<file path="config.mk">
export PLATFORM = sky130hd
export DESIGN_NAME = gray_to_bin
export DESIGN_NICKNAME = d
export VERILOG_FILES = /design/src/rtl/gray_to_bin.sv
export SDC_FILE = /design/constraint.sdc
export NUM_CORES = 1
export LEC_CHECK = 0
export ABC_AREA = 1
export CAP_MARGIN = 20
export CORE_UTILIZATION = 41
export CTS_CLUSTER_DIAMETER = 30
export DETAILED_ROUTE_END_ITERATION = 7
export GPL_TIMING_DRIVEN = 1
export PLACE_DENSITY = 0.68
export SYNTH_ARGS = -nofsm -noshare
export SYNTH_HDL_FRONTEND = slang
export SYNTH_SLANG_ARGS = --single-unit
</file>
<file path="constraint.sdc">
create_clock -name clk -period 2.1 [get_ports clk]
set_input_delay 0.315 -clock clk [delete_from_list [all_inputs] [get_ports clk]]
set_output_delay 0.315 -clock clk [all_outputs]
set_load 0.02 [all_outputs]
</file>
<file path="src/rtl/gray_to_bin.sv">
// Gray-to-binary decoder: combinational BIN plus a registered, step-checked copy.
// Latency: BIN is 0 cycles; bin_q, out_valid and the step flags follow one cycle after a valid sample.
// Backpressure: none; every in_valid sample is accepted and there is no ready path.
module gray_to_bin #(
  parameter int WIDTH = 4
) (
  input  logic             clk,
  input  logic             rst,
  input  logic [WIDTH-1:0] GRAY,
  input  logic             in_valid,
  output logic [WIDTH-1:0] BIN,
  output logic [WIDTH-1:0] bin_q,
  output logic             out_valid,
  output logic             step_err,
  output logic             dir_up,
  output logic             dir_dn,
  output logic             wrap
);

  localparam logic [WIDTH-1:0] ONE_W  = WIDTH'(1);
  localparam logic [WIDTH-1:0] ZERO_W = '0;
  localparam logic [WIDTH-1:0] ONES_W = '1;

  logic [WIDTH-1:0] prev_gray;
  logic [WIDTH-1:0] prev_bin;
  logic             have_prev;

  logic             acc;
  logic [WIDTH-1:0] gray_diff;
  logic [WIDTH-1:0] bin_inc;
  logic [WIDTH-1:0] bin_dec;
  logic             one_bit_step;
  logic             step_bad;
  logic             is_up;
  logic             is_dn;
  logic             is_wrap;

  // Running XOR from the MSB down: each binary bit is the parity of GRAY[WIDTH-1:i].
  always_comb begin
    BIN = '0;
    acc = 1'b0;
    for (int i = WIDTH - 1; i >= 0; i--) begin
      acc    = acc ^ GRAY[i];
      BIN[i] = acc;
    end
  end

  // Classify the step from the previous valid sample to the current one.
  always_comb begin
    gray_diff    = GRAY ^ prev_gray;
    // Exactly one bit set: non-zero and clearing the lowest set bit leaves zero.
    one_bit_step = (gray_diff != ZERO_W) && ((gray_diff & (gray_diff - ONE_W)) == ZERO_W);
    step_bad     = !one_bit_step;
    bin_inc      = prev_bin + ONE_W;
    bin_dec      = prev_bin - ONE_W;
    // A bad Gray step never reports a direction, even if the binary values happen to line up.
    is_up        = one_bit_step && (BIN == bin_inc);
    is_dn        = one_bit_step && (BIN == bin_dec);
    is_wrap      = (is_up && (prev_bin == ONES_W)) || (is_dn && (prev_bin == ZERO_W));
  end

  // Register the sample, the history and the flags; flags are only raised alongside out_valid.
  always_ff @(posedge clk) begin
    if (rst) begin
      bin_q     <= '0;
      prev_gray <= '0;
      prev_bin  <= '0;
      have_prev <= 1'b0;
      out_valid <= 1'b0;
      step_err  <= 1'b0;
      dir_up    <= 1'b0;
      dir_dn    <= 1'b0;
      wrap      <= 1'b0;
    end else begin
      out_valid <= in_valid;
      if (in_valid) begin
        bin_q     <= BIN;
        prev_gray <= GRAY;
        prev_bin  <= BIN;
        have_prev <= 1'b1;
        // The first sample after reset has nothing to compare against.
        step_err  <= have_prev && step_bad;
        dir_up    <= have_prev && is_up;
        dir_dn    <= have_prev && is_dn;
        wrap      <= have_prev && is_wrap;
      end else begin
        step_err  <= 1'b0;
        dir_up    <= 1'b0;
        dir_dn    <= 1'b0;
        wrap      <= 1'b0;
      end
    end
  end

endmodule

</file>
==> out/metrics.cfg <==
[synth]
netlist-cell-type-count=23
synth.top_cell.area_share=0.302
synth-main-ff-cell=sky130_fd_sc_hd__dfxtp_1
synthArstFlopShare=0
net_count_synth=141
number_of_flops_mapped_to_enable_cells_by_yosys=0
combined_area_of_all_synthesized_cells_sq_um=862
synth_most_common_cell=sky130_fd_sc_hd__nand2_1
synthDominantAreaCellType=sky130_fd_sc_hd__dfxtp_1
synth_cells=131
ys_ff_latch=13
post_synth_most_frequent_cells=33 x sky130_fd_sc_hd__nand2_1, 20 x sky130_fd_sc_hd__inv_1, 13 x sky130_fd_sc_hd__dfxtp_1
synthesis.area_per_instance_sq_um=6.58
synth_seq_area_share=0.302
yosys-top-cells-area=sky130_fd_sc_hd__dfxtp_1 30%, sky130_fd_sc_hd__nand2_1 14%, sky130_fd_sc_hd__inv_1 8.7%
synthesis.yosys.warnings=0

[drt]
remaining_drc_errors=0
wl_met3_microns=53
drt_pre_antenna_iters=3
route.detailed.wl_per_inst_microns=9.52
routed-wl-met2_microns=825
count_of_routing_violations_after_the_opening_detailed_route_iteration=9
detailroute.via_count=849
wl_met1_microns=874
maxUsedRoutingLayer=met4
vias_per_cell=4.54
final_wirelength_mm=1.78
drtAntennaViolNets=0

[clock_tree]
post-cts-setup-buffer-count=0
hold_buffers=0
cts_tree=done
clk_latency_ns=0.27
cts_max_path_buffers=2
total_cts_buffers=3
clock-root-buffer=sky130_fd_sc_hd__clkbuf_4
clock_sinks=13
cts-htree-levels=1
clk_transition_reported_paths_ns=0.08

[sta]
tightest_slew_ns=0.311
min_period_over_period=0.955
grt_setup_unrepaired=no
slew-limit-headroom=0.792
finalHoldViolCount=0
setup_ws_ns=0.0941
pins_over_slew_limit=0
setup_viol=0
max_freq_mhz=499
clock-skew-final_ns=0.00367
minimum_clock_period_ns=2.01

[critical_path]
crit_required_ns=1.78
path_cells=clkdlybuf4s50_1 -> inv_2 -> nand2_1 -> nand3_2 -> nand3_1 -> nand2_2 -> inv_1 -> clkdlybuf4s15_1
setup.worst_path.end_class=primary output
crit_arrival_ns=1.69
cpMaxStageDelayCell=sky130_fd_sc_hd__clkdlybuf4s50_1
max_fanout_on_critical_path=4
setup.worst_path.start_class=input pin
critPathKind=input pin to primary output
max_stage_delay_ns=0.57

[pwr]
ir_worst_vdd_mv=0.310
leakage_uw=0.000592
powerDensity_mw_per_mm2=549

[floorplan]
dieArea_sq_mm=0.00229
die_w_microns=47.9
row_count=16
die-height_microns=47.9
floorplan.initialDensity=0.439
core_area_sq_mm=0.00196
io-pin-count=20

[finish]
final_net_count=171
final_cell_area_sq_mm=0.00116
area_growth_syn_to_layout_pct=35.0
filler_cell_count=203
fin_cells=187
antenna_cells=0
layout-drive-gt1-share=0.194
layout.core_utilization=0.593

[flow_run]
timing.max_cap.violations=0

[place]
port_buffers=19
hpwl_mm=1.45
dpl_cell_area_sq_mm=0.00114
place_ws_ns=-0.211
dpl.cell_count=183
place_congestion=0.798

[global_routing]
grt_pass1_wl_mm=2.85
grt.overflow.total=0
grt_antenna_before_repair=0
largest_net_degree_at_the_start_of_global_routing=14
grt_pass1_vias=692
global_route.usage.total=0.182

[outcome]
outcome=finished, final reports clean

[min_path]
holdCritPathClass=register to register

through the flow:
step                      power (uW)  hold slack (ns)  setup TNS, ns
final                            638            0.479              0
after global placement           488            0.450         -0.156
after floorplan                  415            0.387              0
after CTS                        645            0.476              0
after detailed placement         493            0.460         -0.280
after global routing             684            0.541              0
path summary, 6_finish.rpt:
path / startpoint / end / slack [ns] / depth (start not counted)
worst min register to register: have_prev$_SDFFE_PP0P_ / have_prev$_SDFFE_PP0P_ / 0.48 / 2
worst max register to register: prev_bin[0]$_SDFFE_PP0P_ / wrap$_SDFF_PP0_ / 0.57 / 9
worst max-delay path: GRAY[2] / BIN[0] / 0.09 / 8
worst min-delay path: have_prev$_SDFFE_PP0P_ / have_prev$_SDFFE_PP0P_ / 0.48 / 2
flip-flops by register name (all words and copies together), names as in the netlist:
register	count
dir_up	1
step_err	1
prev_gray	4
have_prev	1
dir_dn	1
out_valid	1
prev_bin	3
wrap	1
metal layers:
layer,vias up,global-route usage
li1,454,-
met5,-,0
met3,4,0.0377
met2,12,0.278
met4,0,0.100
met1,379,0.237
cell usage in the layout, fill, tap and decap left out, drive strengths merged:
master | synthesis | layout
dfxtp | 13 | 13
ha | 3 | 3
o21ai | 7 | 7
nor3 | 1 | 1
clkbuf | 1 | 4
a21oi | 9 | 9
nor3b | 1 | 1
nand4 | 3 | 3
xor2 | 3 | 3
dlygate4sd2 | 0 | 2
dlymetal6s2s | 0 | 1
nor2 | 12 | 12
nand2 | 42 | 42
buf | 4 | 11
xnor2 | 2 | 2
inv | 24 | 24
clkdlybuf4s50 | 0 | 15
clkdlybuf4s15 | 0 | 1
nand3 | 6 | 6
final cells by class:
type / count / area [sq um] / area share
inverter: 24 / 90.1 / 0.0774
clock buffer: 4 / 26.3 / 0.0226
tap: 27 / 33.8 / 0.0290
timing repair buffer: 30 / 273 / 0.234
sequential: 13 / 260 / 0.224
multi-input combinational: 89 / 480 / 0.413
worst max-delay path, delay by kind of cell:
family / cells / cell delay (ns)
simple gates: 4 / 0.40
buf+inv: 4 / 0.99
report_power, final:
group	internal (uW)	total (uW)	switching, uW
Combinational	92.4	208	116
Sequential	260	275	15.4
Clock	73.6	155	81.2
Total	426	638	213
logic make-up (layout without fill, tap and decap cells):
kind of cell / count (synthesis) / in the layout / synth area share
compound gates: 16 / 16 / 0.0929
simple gates: 65 / 65 / 0.361
flops: 13 / 13 / 0.302
buf+inv: 29 / 58 / 0.141
fa+ha+maj: 3 / 3 / 0.0435
xor+xnor: 5 / 5 / 0.0595
what timing repair did:
action | 4_1_cts | 5_1_grt
endpoints found under the setup margin | 3 | 1
resized for setup | 3 | 2
cloned | 0 | 0
Note: power is estimated with default switching activity, not from simulation.
